**src/rtl/sprite_anim_engine.sv**
```systemverilog
// Sprite fetch engine: animation sequencer, shadowed position/flip, hit test and ROM address pipeline.
// Define ANIM_LOOP_EN to wrap the animation forever instead of stopping in DONE.
module sprite_anim_engine #(
  parameter int SPRITE_W        = 50,
  parameter int SPRITE_H        = 64,
  parameter int NUM_FRAMES      = 4,
  parameter int SCALE_LOG2      = 0,
  parameter int FRAME_HOLD      = 6,
  parameter int IDX_W           = 3,
  parameter int TRANSPARENT_IDX = 0,
  parameter int ADDR_W          = 12,
  parameter int FIDX_W          = (NUM_FRAMES > 1) ? $clog2(NUM_FRAMES) : 1
) (
  input  logic              vga_clk,
  input  logic              Reset,
  input  logic [9:0]        DrawX,
  input  logic [9:0]        DrawY,
  input  logic              blank,
  input  logic              frame_tick,
  input  logic [9:0]        pos_x,
  input  logic [9:0]        pos_y,
  input  logic              flip,
  input  logic              anim_start,
  output logic [ADDR_W-1:0] rom_address,
  input  logic [IDX_W-1:0]  rom_q,
  output logic [IDX_W-1:0]  pixel_idx,
  output logic              pixel_on,
  output logic [FIDX_W-1:0] frame_idx,
  output logic              busy,
  output logic              anim_done
);

  localparam int          HOLD_W   = (FRAME_HOLD > 1) ? $clog2(FRAME_HOLD) : 1;
  localparam int          FRAME_SZ = SPRITE_W * SPRITE_H;
  localparam logic [10:0] EXT_W    = 11'(SPRITE_W << SCALE_LOG2);
  localparam logic [10:0] EXT_H    = 11'(SPRITE_H << SCALE_LOG2);
  localparam int          STAGES   = 1;

  typedef enum logic [1:0] {S_IDLE, S_PLAY, S_DONE} state_t;

  state_t              state_q, state_d;
  logic [FIDX_W-1:0]   frame_q, frame_d;
  logic [HOLD_W-1:0]   hold_q, hold_d;
  logic                done_q, done_d;

  logic [9:0]          pos_x_q, pos_y_q;
  logic                flip_q;

  logic [ADDR_W-1:0]   rom_addr_q;
  logic [STAGES:0]     vld_pipe_q;
  logic [IDX_W-1:0]    pix_idx_q;
  logic                pix_on_q;

  // ---------------------------------------------------------------------------
  // Animation sequencer
  // ---------------------------------------------------------------------------
  always_comb begin
    state_d = state_q;
    frame_d = frame_q;
    hold_d  = hold_q;
    done_d  = 1'b0;
    // A restart swallows any tick arriving in the same cycle.
    if (anim_start) begin
      state_d = S_PLAY;
      frame_d = '0;
      hold_d  = '0;
    end else if (state_q == S_PLAY && frame_tick) begin
      if (hold_q == HOLD_W'(FRAME_HOLD - 1)) begin
        hold_d = '0;
        if (frame_q == FIDX_W'(NUM_FRAMES - 1)) begin
`ifdef ANIM_LOOP_EN
          frame_d = '0;
`else
          state_d = S_DONE;
          done_d  = 1'b1;
`endif
        end else begin
          frame_d = frame_q + FIDX_W'(1);
        end
      end else begin
        hold_d = hold_q + HOLD_W'(1);
      end
    end
  end

  // ---------------------------------------------------------------------------
  // Hit test and texel address (11-bit so pos + extent never wraps)
  // ---------------------------------------------------------------------------
  logic [10:0]       px, py, sx, sy, dx, dy, tx, ty, txf;
  logic              hit;
  logic [ADDR_W-1:0] addr_c;

  always_comb begin
    px     = {1'b0, DrawX};
    py     = {1'b0, DrawY};
    sx     = {1'b0, pos_x_q};
    sy     = {1'b0, pos_y_q};
    hit    = (px >= sx) && (px < sx + EXT_W) && (py >= sy) && (py < sy + EXT_H);
    dx     = px - sx;
    dy     = py - sy;
    tx     = dx >> SCALE_LOG2;
    ty     = dy >> SCALE_LOG2;
    txf    = flip_q ? (11'(SPRITE_W - 1) - tx) : tx;
    addr_c = ADDR_W'(frame_q) * ADDR_W'(FRAME_SZ)
           + ADDR_W'(ty) * ADDR_W'(SPRITE_W)
           + ADDR_W'(txf);
  end

  // ---------------------------------------------------------------------------
  // State, shadows and pixel pipeline
  // ---------------------------------------------------------------------------
  always_ff @(posedge vga_clk or posedge Reset) begin
    if (Reset) begin
      state_q    <= S_IDLE;
      frame_q    <= '0;
      hold_q     <= '0;
      done_q     <= 1'b0;
      pos_x_q    <= '0;
      pos_y_q    <= '0;
      flip_q     <= 1'b0;
      rom_addr_q <= '0;
      vld_pipe_q <= '0;
      pix_idx_q  <= '0;
      pix_on_q   <= 1'b0;
    end else begin
      state_q <= state_d;
      frame_q <= frame_d;
      hold_q  <= hold_d;
      done_q  <= done_d;
      // Shadows only move during vblank so a frame never tears.
      if (frame_tick) begin
        pos_x_q <= pos_x;
        pos_y_q <= pos_y;
        flip_q  <= flip;
      end
      if (hit) rom_addr_q <= addr_c;
      vld_pipe_q <= {vld_pipe_q[STAGES-1:0], hit & blank};
      // vld_pipe_q[STAGES] lines up with rom_q for the same pixel.
      pix_idx_q  <= rom_q;
      pix_on_q   <= vld_pipe_q[STAGES] && (rom_q != IDX_W'(TRANSPARENT_IDX));
    end
  end

  assign rom_address = rom_addr_q;
  assign pixel_idx   = pix_idx_q;
  assign pixel_on    = pix_on_q;
  assign frame_idx   = frame_q;
  assign busy        = (state_q == S_PLAY);
  assign anim_done   = done_q;

endmodule

```
**config.mk**
```make
export PLATFORM = sky130hd
export DESIGN_NAME = sprite_anim_engine
export DESIGN_NICKNAME = d
export VERILOG_FILES = /design/src/rtl/sprite_anim_engine.sv
export SDC_FILE = /design/constraint.sdc
export NUM_CORES = 1
export LEC_CHECK = 0
export CORE_ASPECT_RATIO = 0.9
export CORE_MARGIN = 1
export CORE_UTILIZATION = 50
export CTS_CLUSTER_DIAMETER = 30
export DETAILED_ROUTE_END_ITERATION = 12
export PLACE_DENSITY = 0.78
export REMOVE_ABC_BUFFERS = 1
export SLEW_MARGIN = 20
export SYNTH_ARGS = -nofsm -noshare
export SYNTH_HDL_FRONTEND = slang
export SYNTH_SLANG_ARGS = --single-unit
```
**constraint.sdc**
```tcl
create_clock -name vga_clk -period 5 [get_ports vga_clk]
set_input_delay 1 -clock vga_clk [delete_from_list [all_inputs] [get_ports vga_clk]]
set_output_delay 1 -clock vga_clk [all_outputs]
set_load 0.01 [all_outputs]
```
==> results of run 1 <==
==> cell type report <==
cell class	instances	share of cell area (%)
Multi-Input combinational cell	363	52.73
Timing Repair Buffer	181	22.70
Sequential cell	47	17.25
Inverter	60	3.358
Tap cell	119	2.184
Clock buffer	6	1.211
Clock inverter	2	0.5689
==> stage by stage <==
stage	setup TNS [ns]	hold WS (ns)
2_1_floorplan	-1.423	0.3312
3_3_place_gp	-4.655	0.3396
3_5_place_dp	-5.459	0.3347
4_1_cts	-0.4653	0.3565
5_1_grt	-1.877	0.3597
6_report	-1.460	0.3545
==> worst register-to-register path: cells and delay by family, from the launching register on <==
family,cells,cell delay [ns]
compound gates,3,0.66
buf+inv,3,0.28
flops,1,0.37
fa+ha+maj,6,1.99
simple gates,2,0.27
mux,1,0.27
xor+xnor,8,1.41
==> per-layer routing <==
layer / track usage [%] / vias to the layer above / part of all wire, %
met5: 0 / - / 0
met4: 9.881 / 0 / 4.7
met3: 4.421 / 68 / 5.1
met2: 51.45 / 179 / 50
met1: 33.83 / 2104 / 40
li1: - / 2004 / -
==> worst max path at each step <==
stage | startpoint | endpoint | slack (ns)
floorplan | DrawY[0] | rom_address[11] | -0.89
global placement | DrawY[0] | rom_address[11] | -1.43
detailed placement | DrawY[0] | rom_address[11] | -1.62
CTS | DrawY[0] | rom_address[11] | -0.42
global route | DrawY[1] | rom_address[11] | -0.83
finish | DrawY[3] | rom_address[11] | -0.65
==> registers in the layout, summed over array words and instances (netlist names) <==
signal	cells
pixel_on	1
pos_x_q	10
frame_idx	2
flip_q	1
rom_address	12
pixel_idx	3
anim_done	1
state_q	2
pos_y_q	10
vld_pipe_q	2
hold_q	3
==> cells by family (layout without fill, tap and decap cells) <==
kind of cell | count (synthesis) | after routing
AND/OR/NAND/NOR | 112 | 112
AO/OA/AOI/OAI | 102 | 102
adder cells (fa/ha/maj) | 84 | 84
buffers and inverters | 69 | 249
XOR/XNOR | 49 | 49
flip-flops | 47 | 47
multiplexers | 16 | 16
==> cell usage after synthesis (all sizes together) (4+ instances only) <==
| library cell | n | share of area (%) |
|---|---|---|
| a21o | 7 | 1.2 |
| a21oi | 26 | 3.1 |
| buf | 4 | 0.78 |
| clkbuf | 5 | 0.42 |
| dfrtp | 47 | 26 |
| fa | 11 | 4.9 |
| ha | 73 | 20 |
| inv | 60 | 5.0 |
| mux2 | 16 | 4.7 |
| nand2 | 34 | 2.8 |
| nand3 | 8 | 1.0 |
| nand4 | 5 | 0.69 |
| nor2 | 29 | 2.4 |
| nor2b | 8 | 1.1 |
| nor3 | 10 | 1.1 |
| o21a | 6 | 1.0 |
| o21ai | 34 | 3.8 |
| o21bai | 4 | 0.66 |
| o31a | 4 | 0.97 |
| xnor2 | 34 | 6.6 |
| xor2 | 13 | 2.5 |
==> layout by cell type, fill, tap and decap left out, types with 3 or more instances in the layout <==
cell,n
o21ai_0,27
nor3_1,8
o21a_1,5
mux2_2,4
fa_1,8
buf_4,107
buf_6,8
inv_2,9
xor2_2,3
nand2_1,33
xnor2_2,6
nand2b_1,3
a21oi_2,7
fa_2,3
nand4_1,5
o21ai_1,6
inv_1,49
nand3_1,7
o21bai_1,3
ha_4,23
mux2_4,11
ha_1,49
a21oi_1,17
xnor2_1,26
nor2b_1,7
clkbuf_8,6
nor2_1,26
xor2_1,10
dfrtp_1,47
a21o_1,7
o31a_1,3
clkdlybuf4s50_1,61
nor3b_1,3
dlygate4sd2_1,5
==> power by group through the flow <==
| stage | sequential, mW | clock (mW) | combinational (mW) |
|---|---|---|---|
| final | 0.497 | 0.317 | 5.18 |
| after global routing | 0.505 | 0.333 | 5.44 |
| after CTS | 0.495 | 0.318 | 4.05 |
| after detailed placement | 0.502 | 0 | 3.33 |
| after global placement | 0.499 | 0 | 3.19 |
| after floorplan | 0.517 | 0 | 2.13 |
==> what timing repair did <==
| item | in CTS | in global routing |
|---|---|---|
| endpoints found under the setup margin | 5 | 4 |
| resized for setup | 75 | 33 |
| buffers inserted | 6 | 8 |
| pin swaps | 50 | 16 |
==> flow_summary_export.csv, run 1 <==
group,metric,value,unit
synthesis,synth_top_family_by_area,"adder cells",
synthesis,yosys.area_share.simple,12.27,%
drt,drc,0,
finish,syn_to_final_growth,50.94,%
worst_setup_path,critPathMaxStageDelay,0.57,ns
grt,grt_use_total,28.50,%
timing,final-hold-violation-count,0,
place,hpwl,8694,um
synthesis,ys_async_sr_fraction,100.0,%
timing,final_max_slew_viol_count,0,
clock_network,clk-insertion-delay-late,0.33,ns
timing,setup_viol,4,
synthesis,synth-compound-area-share,15.54,%
synthesis,synth_xor_xnor_area_share,10.14,%
power_and_ir_drop,p_int,3.421,mW
power_and_ir_drop,combinationalPowerShare,86.4,%
place,dp_slack,-1.620,ns
power_and_ir_drop,pwr_density_cell,879.8,nW/um^2
timing,slew_headroom,36.32,%
floorplanning,rows,32,
worst_setup_path,path_max_fanout,5,
drt,routed_wl,14380,um
place,gp_congestion,0.8553,
worst_setup_path,startpoint_type,"input pin",
worst_setup_path,rr_startpoint,"pos_y_q[1]",
drt,drtAntennaViolNets,0,
drt,drtIter0Drc,187,
finish,final_util,78.83,%
timing,grt_setup_unrepaired,"yes",
floorplanning,die-area,9418,um^2
worst_setup_path,crit_type,"input pin to flop",
place,placed_area,6036,um^2
finish,drive_gt1_share,33.38,%
grt,grt_max_degree,48,
floorplanning,io_pins,69,
power_and_ir_drop,clockPowerShare,5.3,%
synthesis,syn_area_per_cell,9.430,um^2
floorplanning,die-height,92.17,um
synthesis,syn_inst,479,
finish,layout.nets,791,
timing,fin_crit_sh,113.1,%
worst_setup_path,worstPathCellList,"dlygate4sd2_1 -> ha_4 -> a21oi_4 -> nand2_1 -> a21oi_2 -> xnor2_2 -> ha_1 -> ha_1 -> inv_1 -> fa_1 -> inv_1 -> ha_4 -> a21oi_2 -> xnor2_2 -> fa_2 -> xor2_2 -> xnor2_1 -> xnor2_1 -> xnor3_1 -> xor3_1 -> xor2_1 -> mux2_4",
grt,antenna_found_initial,0,
worst_setup_path,path_buf_inv,3,
clock_network,hold_buffers,0,
synthesis,ys_ff_latch,47,
clock_network,ctsLongestPathBuffers,2,
clock_network,cts_tree,"done",
drt,firstDrtPassIters,5,
run_status,violations,"setup timing",
run_status,outcome,"complete, but fails checks",
drt,routedWlPerCell,18.48,um
floorplanning,start_util,52.23,%
power_and_ir_drop,p_seq_share,8.3,%
power_and_ir_drop,peakVddDrop,0.6291,mV
grt,grt_pass1_wl,20740,um
worst_setup_path,rr_endpoint,"rom_address[11]",
finish,multiInputGateArea,3595,um^2
worst_setup_path,crit_arrival,5.88,ns
worst_setup_path,crit_required,5.23,ns
min_path,whs_endpoint,"vld_pipe_q[1]",
worst_setup_path,critPathSlowestCell,"fa_1",
clock_network,clock-sinks,47,
job,cap_viol_max_count,0,
min_path,hold_path_startpoint,"vld_pipe_q[0]",
floorplanning,coreArea,8648,um^2
clock_network,numCtsBuffers,5,
worst_setup_path,critPathTopFamily,"adder cells",
synthesis,ys_warn_count,0,
power_and_ir_drop,sw_frac_of_total,42.97,%
min_path,hold_class,"flop to flop",
synthesis,yosysSeqAreaShare,26.04,%
finish,postLayoutCellArea,6818,um^2
worst_setup_path,critical_path.endpoint_type,"flop",
clock_network,ctsRootBufferMaster,"clkbuf_8",
timing,worst_pin_slew,0.9488,ns
timing,setup_slack,-0.6533,ns
synthesis,syn-cell-area,4517,um^2
finish,seqCellArea,1176,um^2
worst_setup_path,crit_cells,22,
timing,period_needed,5.653,ns
clock_network,h-tree-depth,2,
worst_setup_path,r2r_setup_slack,-0.32,ns
timing,max_freq,176.9,MHz
clock_network,clk_pin_slew,0.11,ns
place,io_buffers,68,
place,place_inst,756,
synthesis,synthAdderAreaFrac,25.10,%
min_path,holdPathStages,0,
finish,n_antenna_cell,0,
synthesis,synthMuxAreaShare,4.737,%
timing,clock_skew,0.01946,ns
power_and_ir_drop,leakage,3.175,nW
grt,overflow,0,
drt,via_per_inst,5.598,
power_and_ir_drop,power_switching,2.578,mW
power_and_ir_drop,total_power,5.998,mW
synthesis,synthDistinctLibCells,61,
drt,num_vias,4355,
finish,fillers,519,
grt,grt_pass1_vias,4401,
finish,fin_cells,778,
synthesis,synth-main-ff-cell,"dfrtp_1",
synthesis,synth-edff-count,0,
floorplanning,die_x,102.2,um
worst_setup_path,r2r_cells,23,
No activity file was read; power rests on OpenSTA's default activity.
==> inputs of run 2 (changes only) <==
CTS_BUF_LIST = sky130_fd_sc_hd__clkbuf_4 sky130_fd_sc_hd__clkbuf_8   (was default)
==> results of run 2 <==
Same layout as run 1: the final DEF is identical, and so are final timing and power.
